--- config.mk ---
export PLATFORM = sky130hd
export DESIGN_NAME = ristretto_if_fetch_unit
export DESIGN_NICKNAME = d
export VERILOG_FILES = /design/src/rtl/ristretto_if_stage_pkg.sv /design/src/rtl/ristretto_if_prefetch_fifo.sv /design/src/rtl/ristretto_if_fetch_unit.sv
export SDC_FILE = /design/constraint.sdc
export NUM_CORES = 1
export LEC_CHECK = 0
export ABC_AREA = 1
export BUFFER_PORTS_ARGS = -buffer_cell sky130_fd_sc_hd__buf_2
export CORE_ASPECT_RATIO = 1.2
export CORE_MARGIN = 10
export CORE_UTILIZATION = 25
export CTS_CLUSTER_SIZE = 16
export DETAILED_ROUTE_END_ITERATION = 8
export PLACE_DENSITY = 0.51
export REMOVE_ABC_BUFFERS = 1
export SYNTH_ARGS = -nofsm -noshare
export SYNTH_HDL_FRONTEND = slang
export SYNTH_HIERARCHICAL = 1
export SYNTH_SLANG_ARGS = --single-unit
--- constraint.sdc ---
create_clock -name clk_i -period 8 [get_ports clk_i]
set_input_delay 1.2 -clock clk_i [delete_from_list [all_inputs] [get_ports clk_i]]
set_output_delay 1.2 -clock clk_i [all_outputs]
set_load 0.02 [all_outputs]
--- src/rtl/ristretto_if_stage_pkg.sv ---
// ristretto_if_stage_pkg
//   Shared constants and types for the instruction fetch stage:
//   NOP encoding, BRANCH opcode, fetch FSM states and penalty codes.
package ristretto_if_stage_pkg;

   localparam logic [31:0] NOP_INSTR  = 32'h0000_0013;
   localparam logic [6:0]  OPC_BRANCH = 7'b1100011;

   typedef enum logic [1:0] {
      IDLE,
      FETCH,
      HOLD,
      ABORT
   } fetch_state_t;

   localparam logic [1:0] PEN_NONE     = 2'b00;
   localparam logic [1:0] PEN_REDIRECT = 2'b01;

   function automatic logic is_branch(input logic [6:0] opcode);
      return opcode == OPC_BRANCH;
   endfunction

endpackage

--- src/rtl/ristretto_if_prefetch_fifo.sv ---
// ristretto_if_prefetch_fifo
//   Synchronous FIFO buffering fetched {instruction, pc} pairs.
//   Ports:
//     clk_i, rst_i   clock, synchronous active-high reset
//     flush_i        drop all entries (wins over push/pop)
//     push_i/wdata_i write one entry
//     pop_i/rdata_o  read head (rdata_o shows head combinationally)
//     count_o        number of valid entries
//     full_o/empty_o occupancy flags
module ristretto_if_prefetch_fifo #(
   parameter int Width = 64,
   parameter int Depth = 2
) (
   input  logic                       clk_i,
   input  logic                       rst_i,
   input  logic                       flush_i,
   input  logic                       push_i,
   input  logic [Width-1:0]           wdata_i,
   input  logic                       pop_i,
   output logic [Width-1:0]           rdata_o,
   output logic [$clog2(Depth+1)-1:0] count_o,
   output logic                       full_o,
   output logic                       empty_o
);

   localparam int PtrW = $clog2(Depth);
   localparam int CntW = $clog2(Depth + 1);

   logic [Width-1:0] mem_q [Depth];
   logic [PtrW-1:0]  wr_ptr_q;
   logic [PtrW-1:0]  rd_ptr_q;
   logic [CntW-1:0]  count_q;

   // Depth is a power of two, so the pointers wrap naturally.
   always_ff @(posedge clk_i) begin
      if (rst_i || flush_i) begin
         wr_ptr_q <= '0;
         rd_ptr_q <= '0;
         count_q  <= '0;
      end else begin
         if (push_i) wr_ptr_q <= wr_ptr_q + 1'b1;
         if (pop_i)  rd_ptr_q <= rd_ptr_q + 1'b1;
         count_q <= count_q + CntW'(push_i) - CntW'(pop_i);
      end
   end

   always_ff @(posedge clk_i) begin
      if (push_i && !flush_i) mem_q[wr_ptr_q] <= wdata_i;
   end

   assign rdata_o = mem_q[rd_ptr_q];
   assign count_o = count_q;
   assign full_o  = (count_q == CntW'(Depth));
   assign empty_o = (count_q == '0);

endmodule

--- src/rtl/ristretto_if_fetch_unit.sv ---
// ristretto_if_fetch_unit
//   Instruction fetch stage feeding the IF->DEC register. Issues word
//   requests on a req/gnt/rvalid bus, buffers responses in a prefetch FIFO
//   and hands one instruction per cycle to decode. Redirects flush the FIFO
//   and discard every response still in flight.
//   Ports:
//     clk_i, rst_i                 clock, synchronous active-high reset
//     instr_req_o/addr_o/gnt_i     request channel (held until granted)
//     instr_rvalid_i/rdata_i       in-order response channel
//     redirect_i/redirect_pc_i     branch/jump/trap redirect
//     fetch_stall_i                hold delivery toward decode
//     fetch_instr_o                delivered instruction
//     fetch_new_instr_o            one-cycle pulse per delivery
//     fetch_pb_instr_tag_o         delivered instruction is a BRANCH
//     fetch_penality_o             PEN_REDIRECT on first instr after redirect
//     fetch_next_pc_o              delivered instruction address + 4
module ristretto_if_fetch_unit
   import ristretto_if_stage_pkg::*;
#(
   parameter int                   DataWidth      = 32,
   parameter logic [DataWidth-1:0] BootAddr       = '0,
   parameter int                   FifoDepth      = 2,
   parameter int                   MaxOutstanding = 2
) (
   input  logic                 clk_i,
   input  logic                 rst_i,
   output logic                 instr_req_o,
   output logic [DataWidth-1:0] instr_addr_o,
   input  logic                 instr_gnt_i,
   input  logic                 instr_rvalid_i,
   input  logic [DataWidth-1:0] instr_rdata_i,
   input  logic                 redirect_i,
   input  logic [DataWidth-1:0] redirect_pc_i,
   input  logic                 fetch_stall_i,
   output logic [DataWidth-1:0] fetch_instr_o,
   output logic                 fetch_new_instr_o,
   output logic                 fetch_pb_instr_tag_o,
   output logic [1:0]           fetch_penality_o,
   output logic [DataWidth-1:0] fetch_next_pc_o
);

   localparam int                   CntW   = $clog2(FifoDepth + 1);
   localparam int                   OsW    = $clog2(MaxOutstanding + 1);
   localparam logic [DataWidth-1:0] PcStep = DataWidth'(4);

   fetch_state_t         state_q, state_d;
   logic [DataWidth-1:0] fetch_pc_q, fetch_pc_d;
   logic [DataWidth-1:0] target_q, target_d;
   logic [DataWidth-1:0] rsp_pc_q, rsp_pc_d;
   logic [OsW-1:0]       outstanding_q, outstanding_d;
   logic [OsW-1:0]       discard_q, discard_d;
   logic                 pen_pending_q;

   logic [DataWidth-1:0] instr_q, next_pc_q;
   logic                 new_q, tag_q;
   logic [1:0]           pen_q;

   logic                   req, granted, load_pc, rsp, drop_rsp, issue_ok;
   logic                   fifo_push, fifo_pop, fifo_full, fifo_empty;
   logic [CntW-1:0]        fifo_count;
   logic [2*DataWidth-1:0] fifo_wdata, fifo_rdata;
   logic [DataWidth-1:0]   redirect_target;

   assign redirect_target = redirect_pc_i & ~DataWidth'(3);

   assign rsp       = instr_rvalid_i;
   assign drop_rsp  = redirect_i || (discard_q != '0);
   assign fifo_push = rsp && !drop_rsp;
   assign fifo_pop  = !fetch_stall_i && !fifo_empty && !redirect_i;

   // Each outstanding request owns a FIFO slot; a slot being popped this
   // cycle is already free for the next response, which keeps 1 instr/cycle.
   assign issue_ok = (int'(outstanding_q) + int'(fifo_count) - int'(fifo_pop) < FifoDepth)
                  && (int'(outstanding_q) < MaxOutstanding);

   // Responses return in order, so the pc of the next kept response is
   // tracked from the last fetch-pc reload.
   assign fifo_wdata = {instr_rdata_i, rsp_pc_q};

   ristretto_if_prefetch_fifo #(
      .Width (2 * DataWidth),
      .Depth (FifoDepth)
   ) u_fifo (
      .clk_i   (clk_i),
      .rst_i   (rst_i),
      .flush_i (redirect_i),
      .push_i  (fifo_push),
      .wdata_i (fifo_wdata),
      .pop_i   (fifo_pop),
      .rdata_o (fifo_rdata),
      .count_o (fifo_count),
      .full_o  (fifo_full),
      .empty_o (fifo_empty)
   );

   always_comb begin
      state_d    = state_q;
      fetch_pc_d = fetch_pc_q;
      target_d   = target_q;
      req        = 1'b0;
      load_pc    = 1'b0;
      unique case (state_q)
         IDLE: begin
            state_d = FETCH;
            if (redirect_i) begin
               fetch_pc_d = redirect_target;
               load_pc    = 1'b1;
            end
         end
         FETCH: begin
            // No request is pending here, so a redirect can suppress issue.
            if (redirect_i) begin
               fetch_pc_d = redirect_target;
               load_pc    = 1'b1;
            end else if (issue_ok) begin
               req = 1'b1;
               if (instr_gnt_i) fetch_pc_d = fetch_pc_q + PcStep;
               else             state_d    = HOLD;
            end
         end
         HOLD: begin
            req = 1'b1;
            if (instr_gnt_i) begin
               state_d = FETCH;
               if (redirect_i) begin
                  fetch_pc_d = redirect_target;
                  load_pc    = 1'b1;
               end else begin
                  fetch_pc_d = fetch_pc_q + PcStep;
               end
            end else if (redirect_i) begin
               target_d = redirect_target;
               state_d  = ABORT;
            end
         end
         ABORT: begin
            // Old request stays on the bus; a newer redirect replaces the target.
            req = 1'b1;
            if (instr_gnt_i) begin
               state_d    = FETCH;
               fetch_pc_d = redirect_i ? redirect_target : target_q;
               load_pc    = 1'b1;
            end else if (redirect_i) begin
               target_d = redirect_target;
            end
         end
         default: state_d = IDLE;
      endcase
   end

   assign granted = req && instr_gnt_i;

   always_comb begin
      outstanding_d = outstanding_q + OsW'(granted) - OsW'(rsp);
      // A redirect condemns everything still in flight, including a request
      // granted in the same cycle from HOLD/ABORT.
      if (redirect_i) begin
         discard_d = outstanding_d;
      end else begin
         discard_d = discard_q + OsW'(granted && (state_q == ABORT))
                               - OsW'(rsp && (discard_q != '0));
      end
      if (load_pc)        rsp_pc_d = fetch_pc_d;
      else if (fifo_push) rsp_pc_d = rsp_pc_q + PcStep;
      else                rsp_pc_d = rsp_pc_q;
   end

   always_ff @(posedge clk_i) begin
      if (rst_i) begin
         state_q       <= IDLE;
         fetch_pc_q    <= BootAddr;
         target_q      <= BootAddr;
         rsp_pc_q      <= BootAddr;
         outstanding_q <= '0;
         discard_q     <= '0;
         pen_pending_q <= 1'b0;
         new_q         <= 1'b0;
         instr_q       <= DataWidth'(NOP_INSTR);
         tag_q         <= 1'b0;
         pen_q         <= PEN_NONE;
         next_pc_q     <= '0;
      end else begin
         state_q       <= state_d;
         fetch_pc_q    <= fetch_pc_d;
         target_q      <= target_d;
         rsp_pc_q      <= rsp_pc_d;
         outstanding_q <= outstanding_d;
         discard_q     <= discard_d;
         new_q         <= fifo_pop;
         if (redirect_i)    pen_pending_q <= 1'b1;
         else if (fifo_pop) pen_pending_q <= 1'b0;
         if (fifo_pop) begin
            instr_q   <= fifo_rdata[2*DataWidth-1:DataWidth];
            tag_q     <= is_branch(fifo_rdata[DataWidth+6:DataWidth]);
            pen_q     <= pen_pending_q ? PEN_REDIRECT : PEN_NONE;
            next_pc_q <= fifo_rdata[DataWidth-1:0] + PcStep;
         end
      end
   end

   // The issue rule reserves a slot per outstanding request.
   always @(posedge clk_i) begin
      if (!rst_i) assert (!(fifo_push && fifo_full));
   end

   assign instr_req_o          = req;
   assign instr_addr_o         = fetch_pc_q;
   assign fetch_instr_o        = instr_q;
   assign fetch_new_instr_o    = new_q;
   assign fetch_pb_instr_tag_o = tag_q;
   assign fetch_penality_o     = pen_q;
   assign fetch_next_pc_o      = next_pc_q;

endmodule
# After elaboration in Yosys (flattened, before gate mapping)
# Memory sizes are Yosys's and may differ from the RTL's. A register that Yosys moved wholly into a read port is not among the register bits.
# Cells that the tools add are included.
# totals
register_bits	175
ramBits	128
in_bits	70
out_inout_bits	101
wordCells	97
memories	1
# memory_table
memory	depth	width	rd	rd_clocked_by_memory_dff	write_ports	line	rtl
u_fifo.mem_q	2	64	1	1	1	ristretto_if_prefetch_fifo.sv:29	logic [Width-1:0] mem_q [Depth];
# classes
n_addsub	13
n_lt_le_gt_ge	2
eq_ne	9
n_mux	33
n_bitwise	1
n_reduce_logical	23
# ops
cell	count
32-bit two-way mux	10
32-bit one-hot mux with 4 select lines	1
32-bit by 3-bit adder with 32-bit output (second input constant)	3
2-bit two-way mux	7
1-bit two-way mux	12
1-bit logical AND	8
2-bit != test (second input constant)	4
2-bit one-hot mux with 4 select lines	1
7-bit equality test (second input constant)	1
2-bit by 1-bit adder with 2-bit output	3
2-bit nonzero test	3
2-bit by 1-bit subtractor with 2-bit output	3
5-bit AND reduction	1
2-bit equality test (second input constant)	2
1-bit zero test	4
2-bit zero test	2
4-bit by 3-bit less-than comparator with 1-bit output (second input constant)	1
2-bit OR reduction	2
3-bit by 1-bit subtractor with 4-bit output	1
2-bit by 2-bit adder with 3-bit output	1
3-bit != test (second input constant)	1
1-bit one-hot mux with 3 select lines	1
1-bit adder (second input constant)	2
2-bit by 1-bit equality test with 1-bit output (second input constant)	1
other kinds (5)	6

# Depth between registers and ports, before layout
# Gate-level depths: netlist of run 1.
# logic_depth
word_depth	15
mapped_depth	23
mapped_depth_nobuf	22

# By module
# The synthesis of run 1 kept the hierarchy.
# by_module_without_submodules
mod	instances	cells_each	area_each_um2	seq_area_each_um2
ristretto_if_fetch_unit	1	1693	10802.9	3403.3
ristretto_if_prefetch_fifo	1	232	5154.9	3943.8

# Worst setup path before layout of run 1
# Ideal clock, no wire load.
# synth_timing
path_kind	input to register
startpoint	in redirect_i
endpoint	mem u_fifo.mem_q[1][0] (enable)
setup_ns	0.565
arrival_ns	6.313
required_time_ns	7.435
slack_ns	1.122
path_stages	7
path_buffers	2
path_cell_list	buf_4 > inv_2 > nand3_1 > inv_2 > buf_2 > inv_1 > nor3_1
# synth_via
elab_chain_len	6
elab_cells_between_ends	7
classes_between	mux: 2; reduce/logical: 5
# synth_lines
element	line	rtl
from (decl)	ristretto_if_fetch_unit.sv:32	input logic redirect_i,
1-bit logical OR	ristretto_if_fetch_unit.sv:67	assign drop_rsp = redirect_i || (discard_q != '0);
1-bit zero test	ristretto_if_fetch_unit.sv:68	assign fifo_push = rsp && !drop_rsp;
1-bit logical AND	ristretto_if_fetch_unit.sv:68	
named net fifo_push	ristretto_if_fetch_unit.sv:59	logic fifo_push, fifo_pop, fifo_full, fifo_empty;
1-bit logical AND	ristretto_if_prefetch_fifo.sv:48	if (push_i && !flush_i) mem_q[wr_ptr_q] <= wdata_i;
1-bit two-way mux	ristretto_if_prefetch_fifo.sv:48	
1-bit two-way mux (not written as such)	ristretto_if_prefetch_fifo.sv:48	
to (decl)	ristretto_if_prefetch_fifo.sv:29	
# The timed path passes the listed nets, and every way through them passes these cells.

# Final worst setup path of run 1
# layout_timing
startpoint	in redirect_i
endpoint	out instr_req_o
# layout_via
elab_chain_len	8
# layout_lines
element	line	rtl
1-bit zero test	ristretto_if_fetch_unit.sv:69	assign fifo_pop = !fetch_stall_i && !fifo_empty && !redirect_i;
1-bit logical AND	ristretto_if_fetch_unit.sv:69	
3-bit by 1-bit subtractor with 4-bit output	ristretto_if_fetch_unit.sv:73	assign issue_ok = (int'(outstanding_q) + int'(fifo_count) - int'(fifo_pop) < FifoDepth)
4-bit by 3-bit less-than comparator with 1-bit output	ristretto_if_fetch_unit.sv:73	
1-bit logical AND	ristretto_if_fetch_unit.sv:74	&& (int'(outstanding_q) < MaxOutstanding);
1-bit two-way mux	ristretto_if_fetch_unit.sv:115	end else if (issue_ok) begin
1-bit two-way mux (*)	ristretto_if_fetch_unit.sv:112	if (redirect_i) begin
1-bit one-hot mux with 2 select lines (*)	ristretto_if_fetch_unit.sv:102	unique case (state_q)
to (decl)	ristretto_if_fetch_unit.sv:27	output logic instr_req_o,
# Every way passes the cells marked *; elsewhere a longest branch is shown, timed or not.

==> results of run 1 <==
[per-stage QoR]
step                      hold slack [ps]  power, mW
final                               447.9      5.235
after global routing                457.8      5.557
after CTS                           451.7      5.281
after detailed placement            440.0      3.544
after global placement              437.1      3.509
after floorplan                     425.9      2.973
[where the power goes]
part | internal [mW] | switching (mW) | leakage, nW
sequential | 1.83 | 0.253 | 2.60
combinational | 0.434 | 1.02 | 4.48
clock | 1.01 | 0.687 | 0.602
total | 3.28 | 1.96 | 7.68
[registers in the layout (all words and copies together) (netlist names), named ones only]
name                  cells
rsp_pc_q                 32
fetch_instr_o            32
fetch_pb_instr_tag_o      1
pen_pending_q             1
outstanding_q             2
u_fifo/wr_ptr_q           1
u_fifo/rd_ptr_q           1
u_fifo/count_o            2
fetch_next_pc_o          32
instr_addr_o             32
state_q                   2
fetch_new_instr_o         1
u_fifo/mem_q            128
fetch_penality_o          1
target_q                 32
discard_q                 2
[worst max-delay path by stage]
stage,start,endpoint,slack [ps],cells after the start
finish,redirect_i,instr_req_o,2450,14
CTS,redirect_i,instr_req_o,2370,14
detailed placement,redirect_i,instr_req_o,2370,14
global placement,redirect_i,instr_req_o,2430,14
floorplan,redirect_i,u_fifo/mem_q[1][0]$_DFFE_PP_,290,5
global route,redirect_i,instr_req_o,2210,14
[layout by cell type (no fill, tap or decap), drive strengths merged, types with 2 or more instances in the layout]
master and instances:
nand2 422, clkbuf 45, o22a 3, a31oi 6
ha 17, a21boi 3, o311ai 3, nand4 31
nor4 8, buf 184, nand3 106, nor3 22
o31ai 3, a22oi 2, a21oi 119, nand3b 8
nor2 255, xor2 24, or2 12, and3 2
o211ai 29, o221ai 4, inv 186, a32o 2
o21bai 2, bufinv 4, a31o 2, xnor2 12
clkinv 22, o22ai 11, edfxtp 128, o21ai 132
a22o 31, dfxtp 175, nor3b 2, mux2 64
[cell type report]
type | count | area (µm²) | share of cell area
Inverter | 190 | 720.7 | 0.03854
Clock buffer | 45 | 987.2 | 0.05280
Tap cell | 824 | 1031 | 0.05514
Timing Repair Buffer | 184 | 963.4 | 0.05153
Clock inverter | 23 | 235.2 | 0.01258
Multi-Input combinational cell | 1344 | 7410 | 0.3963
Sequential cell | 303 | 7351 | 0.3931
[worst max-delay path: stages]
cell and delay (ps):
buf_2 180, nor3_4 190, buf_4 330, ha_1 290, inv_1 70, nand2_1 60, fa_1 510, a21oi_1 80
nor2_2 160, nand2_1 200, clkinv_1 290, nand3_1 120, a31oi_1 370, buf_2 270
[per-layer routing]
metal  track usage  routed length (µm)  vias up
li1              -                   -     6759
met1        0.1702               22780     6583
met2        0.2203               23800      499
met3       0.02613                3310       83
met4       0.04426                1247        0
met5             0                   0        -
==> results.md, run 1 <==
- Outcome: complete, no violations
- Clock Pin Slew Worst Setup and Hold Paths: roughly 60 ps
- Detailed Route WL: 51.14 mm
- Detail Route Antenna Nets: 0
- Port bufs: 167
- Peak VDD IR: between 0.0001 and 0.00015 V
- Via density: between 4 and 5
- Total GRT Usage: 0.1329
- Crit-path max FO: 27
- Overflow after GRT: 0
- Yosys warns: 6
- # fillers: 6733
- Placer congestion estimate: around 0.9
- Worst flop-to-flop path endpoint: discard_q[1]$_SDFF_PP0_
- Placed cells: around 2800
- Final Max Slew Viols: 0
- DR DRC count: 0
- Die outline height: roughly 300 µm
- Hold Path End: fetch_next_pc_o[9]$_SDFFE_PP0P_
- Pwr Density: between 200 and 300 nW/µm²
- Die Width: ~250 µm
- Synthesized netlist cell count: around 1900
- First-pass detailed-route iteration total: 6
- Number of post-CTS setup repair buffers: 0
- Min-delay src: fetch_next_pc_o[9]$_SDFFE_PP0P_
- First-pass GRT wire length: slightly below 80 mm
- Antenna fix cells: 0
- Slew @ Worst Pin: roughly 1200 ps
- Largest net degree at the start of global routing: 72
- Final setup violation count: 0
- Data required time of the worst path: between 6000 and 7000 ps
- Post-layout nets: ~2100
- Unrepaired setup endpoints after global routing: no
- Row count: just over 100
- FF-to-FF setup slack: 3730 ps
- Hold buffer count at CTS: 0
- Max-cap viol count: 0
- Worst Setup Start Kind: input port
- Hold Crit Depth: 2
- Type of the worst setup path: input port to output port
- R2R depth: 21
- Synthesized area per cell: 8.294 µm²
- Post-Syn Area: ~16000 µm²
- Clock Latency Late Sink: 560 ps
- Max-slew headroom: 0.1983
- Clock sink count: between 300 and 400
- Final instance area: around 19000 µm²
- Post-place instance area: approximately 17000 µm²
- Worst Clk Skew: ~25 ps
- Leak: 7.681 nW
- Core box area: 63310 µm²
- Average wire per standard cell: 17.56 µm
- CTS tree: yes
- Ports: between 150 and 200
- Post-layout util: 0.2953
- Tmin final: 5548 ps
- HP Class: flop to flop
- Hold Vio Cnt, Final: 0
- 1st-iter DRT viols: 805
- Root Buffer: clkbuf_16
- Hpwl dp: around 35 mm
- Clock buffer depth: 3
- Initial core utilization: 0.2519
- Post-CTS Resized: 0
- Via count: 13920
- Share of layout cells above drive strength 1: 0.1833
- Place WS: ~2400 ps
- Area growth syn-to-layout: 17.23%
- Post-route insts no fill: slightly below 3000
- RR Startpoint: u_fifo/count_o[1]$_SDFF_PP0_
- Vias in the first global route: between 10000 and 15000
- Initial antenna violation count: 0
- Worst Path Arrival: between 4000 and 5000 ps
- Crit share post-route: 0.6935
- Die area: approximately 74000 µm²
- Final setup TNS: 0 ps
- H-tree lvl count: 2
- Max frequency: around 180 MHz
- Num CTS Buffers: 37
- Worst Setup End Kind: output port
- Final worst slack: between 2000 and 2500 ps
Power figures use the tool's default switching activity.
==> inputs of run 2 (changes only) <==
==> constraint.sdc (replaced) <==
create_clock -name clk_i -period 5.7 [get_ports clk_i]
set_input_delay 0.855 -clock clk_i [delete_from_list [all_inputs] [get_ports clk_i]]
set_output_delay 0.855 -clock clk_i [all_outputs]
set_load 0.02 [all_outputs]
==> run 2 against run 1 <==
Clock power is 58% higher. Global-route usage is 0.053 points higher. Combinational power is 41% higher. Wire length is 0.19% higher. Worst setup slack worse by 1300 ps. Power is 46% higher. Count of clock-buffer cells in the layout is 1 higher. Flip-flop and latch count stayed put. Largest cell class unchanged. Largest power group unchanged. Highest routed layer unchanged.
==> results.md, run 2 (synthesis gave the netlist of run 1 again) <==
- Final Max Slew Viols: 0
- Clock sink count: between 300 and 400
- Net Sw Power: between 2 and 3 mW
- Tmin final: around 4500 ps
- Placer congestion estimate: between 0.9 and 1
- Hold slack: 450.0 ps
- Post-layout nets: ~2200
- CTS tree: yes
- Vias in the first global route: 13770
- Root Buffer: clkbuf_16
- Detail Route Antenna Nets: 0
- HP Class: flop to flop
- Die Width: approximately 250 µm
- Via density: approximately 4.7
- Ports: between 150 and 200
- Unrepaired setup endpoints after global routing: no
- Peak VDD IR: 0.0002711 V
- Max reg flops: approximately 130
- # fillers: about 6700
- Worst Clk Skew: 29.33 ps
- Type of the worst setup path: input port to output port
- Worst Setup End Kind: output port
- Row count: between 100 and 150
- Worst Path Arrival: roughly 3700 ps
- Die area: about 74000 µm²
- Core box area: between 60000 and 70000 µm²
- Comb power frac: 0.267
- Die outline height: 296.7 µm
- Num CTS Buffers: 39
- Final instance area: 18920 µm²
- Worst Setup Start Kind: input port
- Pwr Density: between 400 and 500 nW/µm²
- Final setup violation count: 0
- Critical Path Slowest Stage Cell: fa_1
- Port bufs: around 170
- Clock power frac: 0.350
- Post-CTS Resized: 0
- Average wire per standard cell: 17.56 µm
- Detailed Route WL: just over 50 mm
- Post-layout util: 0.2988
- Max frequency: 221.3 MHz
- DR DRC count: 0
- Sw Share: 0.3653
- Data required time of the worst path: between 4000 and 5000 ps
- Via count: 13820
- First-pass detailed-route iteration total: 5
- Top reg by flops: u_fifo/mem_q
- Hpwl dp: around 36 mm
- First-pass GRT wire length: roughly 80 mm
- Largest net degree at the start of global routing: 65
- 1st-iter DRT viols: 1039
- Clock Latency Late Sink: around 570 ps
- Max incr delay on CP: about 510 ps
- Share of layout cells above drive strength 1: 0.1901
- Initial antenna violation count: 0
- Hold Vio Cnt, Final: 0
- Worst-path cell chain: buf_2, nor3_4, ha_1, inv_1, nand2_1, fa_1, a21oi_1, nor2_2, nand2_1, clkinv_1, nand3_1, a31oi_1, buf_2
- Post-place instance area: 17510 µm²
- Sequential power share: 0.382
- Crit-path max FO: 9
- Max-slew headroom: 0.2343
- Hold buffer count at CTS: 0
- Antenna fix cells: 0
- Overflow after GRT: 0
- Number of post-CTS setup repair buffers: 0
- Slew @ Worst Pin: around 1100 ps
- Max-cap viol count: 0
- Leak: slightly below 8 nW
- Commonest non-fill, non-tap cell in the layout: nand2_1
- Clock Pin Slew Worst Setup and Hold Paths: ~60 ps
- Clock buffer depth: 3
- Outcome: complete, no violations
- H-tree lvl count: 2
- Area growth syn-to-layout: 18.62%
- Crit share post-route: 0.7927
- Most frequent cells in the layout: nand2_1, nor2_1, dfxtp_1
- Total GRT Usage: 0.1334
- Initial core utilization: 0.2519
- Cell-internal power: between 4 and 5 mW
## run 2: cell count changes in the layout (fill, tap and decap cells not counted), sizes merged
cell / before / now
clkbuf: 45 / 46
buf: 184 / 186
bufinv: 4 / 7
inv: 186 / 190
clkinvlp: 1 / 5
clkinv: 22 / 13
## run 2: path summary, 6_finish.rpt
path / startpoint / slack, ps / depth (start not counted) / end
worst max-delay path: redirect_i / 1180 / 13 / instr_req_o
worst min register to register: fetch_next_pc_o[29]$_SDFFE_PP0P_ / 450 / 2 / fetch_next_pc_o[29]$_SDFFE_PP0P_
worst max register to register: u_fifo/count_o[1]$_SDFF_PP0_ / 1750 / 21 / discard_q[1]$_SDFF_PP0_
worst min-delay path: fetch_next_pc_o[29]$_SDFFE_PP0P_ / 450 / 2 / fetch_next_pc_o[29]$_SDFFE_PP0P_
## run 2: final cells by class
class,count,area (µm²),share of cell area
repair buffers,186,1003,0.05304
well taps,824,1031,0.05449
clock buffers,46,1062,0.05614
clock inverters,25,345.3,0.01825
flip-flops and latches,303,7351,0.3885
inverters,190,720.7,0.03809
multi-input cells,1344,7407,0.3915
## run 2: power by group through the flow
stage | registers, mW | logic [mW] | clock network [mW]
3_3_place_gp | 2.95 | 1.98 | 0
4_1_cts | 2.92 | 2.03 | 2.75
5_1_grt | 2.97 | 2.28 | 2.85
3_5_place_dp | 2.96 | 2.02 | 0
6_report | 2.92 | 2.04 | 2.68
2_1_floorplan | 2.95 | 1.22 | 0
## run 2: metrics by stage
step	setup slack, ps	total power, mW	instances	TNS [ps]
after global routing	1050	8.091	2918	0
after floorplan	-1663	4.172	1837	-212820
final	1182	7.645	2918	0
after CTS	1160	7.700	2918	0
after global placement	1115	4.927	2847	0
after detailed placement	1095	4.977	2847	0
## run 2: per-layer routing
layer	track usage	up-vias	part of all wire
li1	-	6763	-
met1	0.1687	6530	0.45
met2	0.2218	436	0.46
met3	0.03014	86	0.060
met4	0.04221	0	0.026
met5	0	-	0
## run 2: critical path, delay by kind of cell
family / cells / cell delay [ps]
compound gates: 2 / 490
fa+ha+maj: 2 / 760
buf+inv: 4 / 810
simple gates: 5 / 720
==> inputs of run 3 (changes only) <==
==> constraint.sdc (replaced) <==
create_clock -name clk_i -period 4.6 [get_ports clk_i]
set_input_delay 0.69 -clock clk_i [delete_from_list [all_inputs] [get_ports clk_i]]
set_output_delay 0.69 -clock clk_i [all_outputs]
set_load 0.02 [all_outputs]
==> run 3 against run 2 <==
Highest routed layer unchanged. Global-route usage rose by 0.18 points. Critical path depth unchanged. Sequential power grew 24%. Count of clock-buffer cells in the layout rose by 3. Core utilization barely moved.
==> results.md, run 3 (synthesis gave the netlist of run 1 again) <==
- Max frequency: 254.1 MHz
- Total GRT Usage: 0.1353
- Unrepaired setup endpoints after global routing: no
- Leak: a little under 8 nW
- Die Width: about 250 µm
- Worst flop-to-flop path endpoint: discard_q[1]$_SDFF_PP0_
- Type of the worst setup path: flop to output port
- Core box area: 63310 µm²
- Crit share post-route: 0.8555
- Post-layout nets: between 2000 and 2500
- Most frequent cells in the layout: nand2_1, nor2_1, dfxtp_1
- Root Buffer: clkbuf_16
- Hold Crit Depth: 1
- Final Max Slew Viols: 0
- Peak VDD IR: around 0.0003 V
- Worst Setup Start Kind: flop
- Final instance area: around 19000 µm²
- Placer congestion estimate: roughly 0.9
- R2R depth: 20
- Top reg by flops: u_fifo/mem_q
- Die outline height: roughly 300 µm
- Hold buffer count at CTS: 0
- Data required time of the worst path: 3910 ps
- Share of layout cells above drive strength 1: 0.1894
- Pwr Density: roughly 490 nW/µm²
- FF-to-FF setup slack: 930 ps
- Overflow after GRT: 0
- Clock Pin Slew Worst Setup and Hold Paths: 60 ps
- Clock buffer depth: 3
- DR DRC count: 0
- Post-CTS Resized: 0
- Num CTS Buffers: 37
- Die area: between 70000 and 80000 µm²
- Worst Clk Skew: around 18 ps
- Final setup TNS: 0 ps
- Hold Path End: u_fifo/mem_q[1][42]$_DFFE_PP_
- RR Startpoint: u_fifo/count_o[1]$_SDFF_PP0_
- Initial antenna violation count: 0
- Slew @ Worst Pin: between 1000 and 1500 ps
- Detail Route Antenna Nets: 0
- Worst Path Arrival: roughly 3300 ps
- Number of post-CTS setup repair buffers: 0
- Via count: between 10000 and 15000
- Max-slew headroom: 0.2317
- Antenna fix cells: 0
- Outcome: complete, no violations
- Initial core utilization: 0.2519
- Worst Setup End Kind: output port
- Post-place instance area: 17620 µm²
- Placed cells: 2858
- Max-cap viol count: 0
- Clock Latency Late Sink: about 560 ps
- 1st-iter DRT viols: between 800 and 900
- Final setup violation count: 0
- Post-layout util: 0.2987
- Final worst slack: 664.5 ps
- Ports: around 170
- Final Power: approximately 9.3 mW
- Area growth syn-to-layout: 18.58%
- Hpwl dp: 36.83 mm
- CTS tree: yes
- Largest net degree at the start of global routing: 65
- Clock sink count: ~300
- Max reg flops: roughly 130
- Crit-path max FO: 4
- Hold Vio Cnt, Final: 0
- Post-route insts no fill: ~2900
- First-pass detailed-route iteration total: 6
- Vias in the first global route: around 14000
- Row count: roughly 100
- Average wire per standard cell: approximately 18 µm
- Place WS: 414.0 ps
- Commonest non-fill, non-tap cell in the layout: nand2_1
- Min-delay src: instr_rdata_i[10]
- First-pass GRT wire length: 80.04 mm
- Hold slack: 320.5 ps
- Detailed Route WL: just over 50 mm
- Tmin final: approximately 4000 ps
- HP Class: input port to flop
- H-tree lvl count: 2
- Port bufs: roughly 170
- Via density: 4.706
-- run 3: cell count changes in the layout (fill, tap and decap cells not counted) --
cell,delta
clkinv_4,-1
inv_16,-1
clkbuf_8,-3
clkinvlp_4,-3
buf_4,+9
inv_6,-2
buf_12,+2
clkinv_1,+1
clkbuf_1,+6
bufinv_16,-1
-- run 3: final cells by class --
type / count / area, µm²
clock buffers: 49 / 1044
repair buffers: 197 / 1111
multi-input cells: 1344 / 7407
fillers: 6690 / 44400
clock inverters: 18 / 250.2
well taps: 824 / 1031
inverters: 190 / 720.7
flip-flops and latches: 303 / 7351
-- run 3: worst max path at each step --
stage                                       from                           end  cells after the start
finish              u_fifo/count_o[1]$_SDFF_PP0_                   instr_req_o                     13
global route        u_fifo/count_o[1]$_SDFF_PP0_                   instr_req_o                     13
CTS                 u_fifo/count_o[1]$_SDFF_PP0_                   instr_req_o                     13
detailed placement                    redirect_i       discard_q[1]$_SDFF_PP0_                     20
global placement                      redirect_i       discard_q[1]$_SDFF_PP0_                     21
floorplan                             redirect_i  u_fifo/mem_q[1][0]$_DFFE_PP_                      5
-- run 3: power breakdown --
part | switching (mW) | internal (mW) | leakage [nW] | total, mW
Combinational | 1.77 | 0.791 | 4.56 | 2.56
Clock | 1.21 | 1.94 | 0.631 | 3.15
Sequential | 0.441 | 3.18 | 2.60 | 3.62
Total | 3.42 | 5.91 | 7.79 | 9.33
-- run 3: layer usage --
metal / share of wire / global-route usage
met3: 0.062 / 0.02779
met1: 0.44 / 0.1704
met2: 0.47 / 0.2268
met5: 0 / 0
met4: 0.023 / 0.04500
-- run 3: critical path: stages (launching register included) --
cell and delay, ps:
dfxtp_1 340, nor2_1 170, nor3_4 50, ha_1 300, inv_1 70, nand2_1 70, fa_1 520, a21oi_1 80
nor2_2 140, nand2_1 190, clkinv_1 100, nand3_1 60, a31oi_1 330, buf_2 260
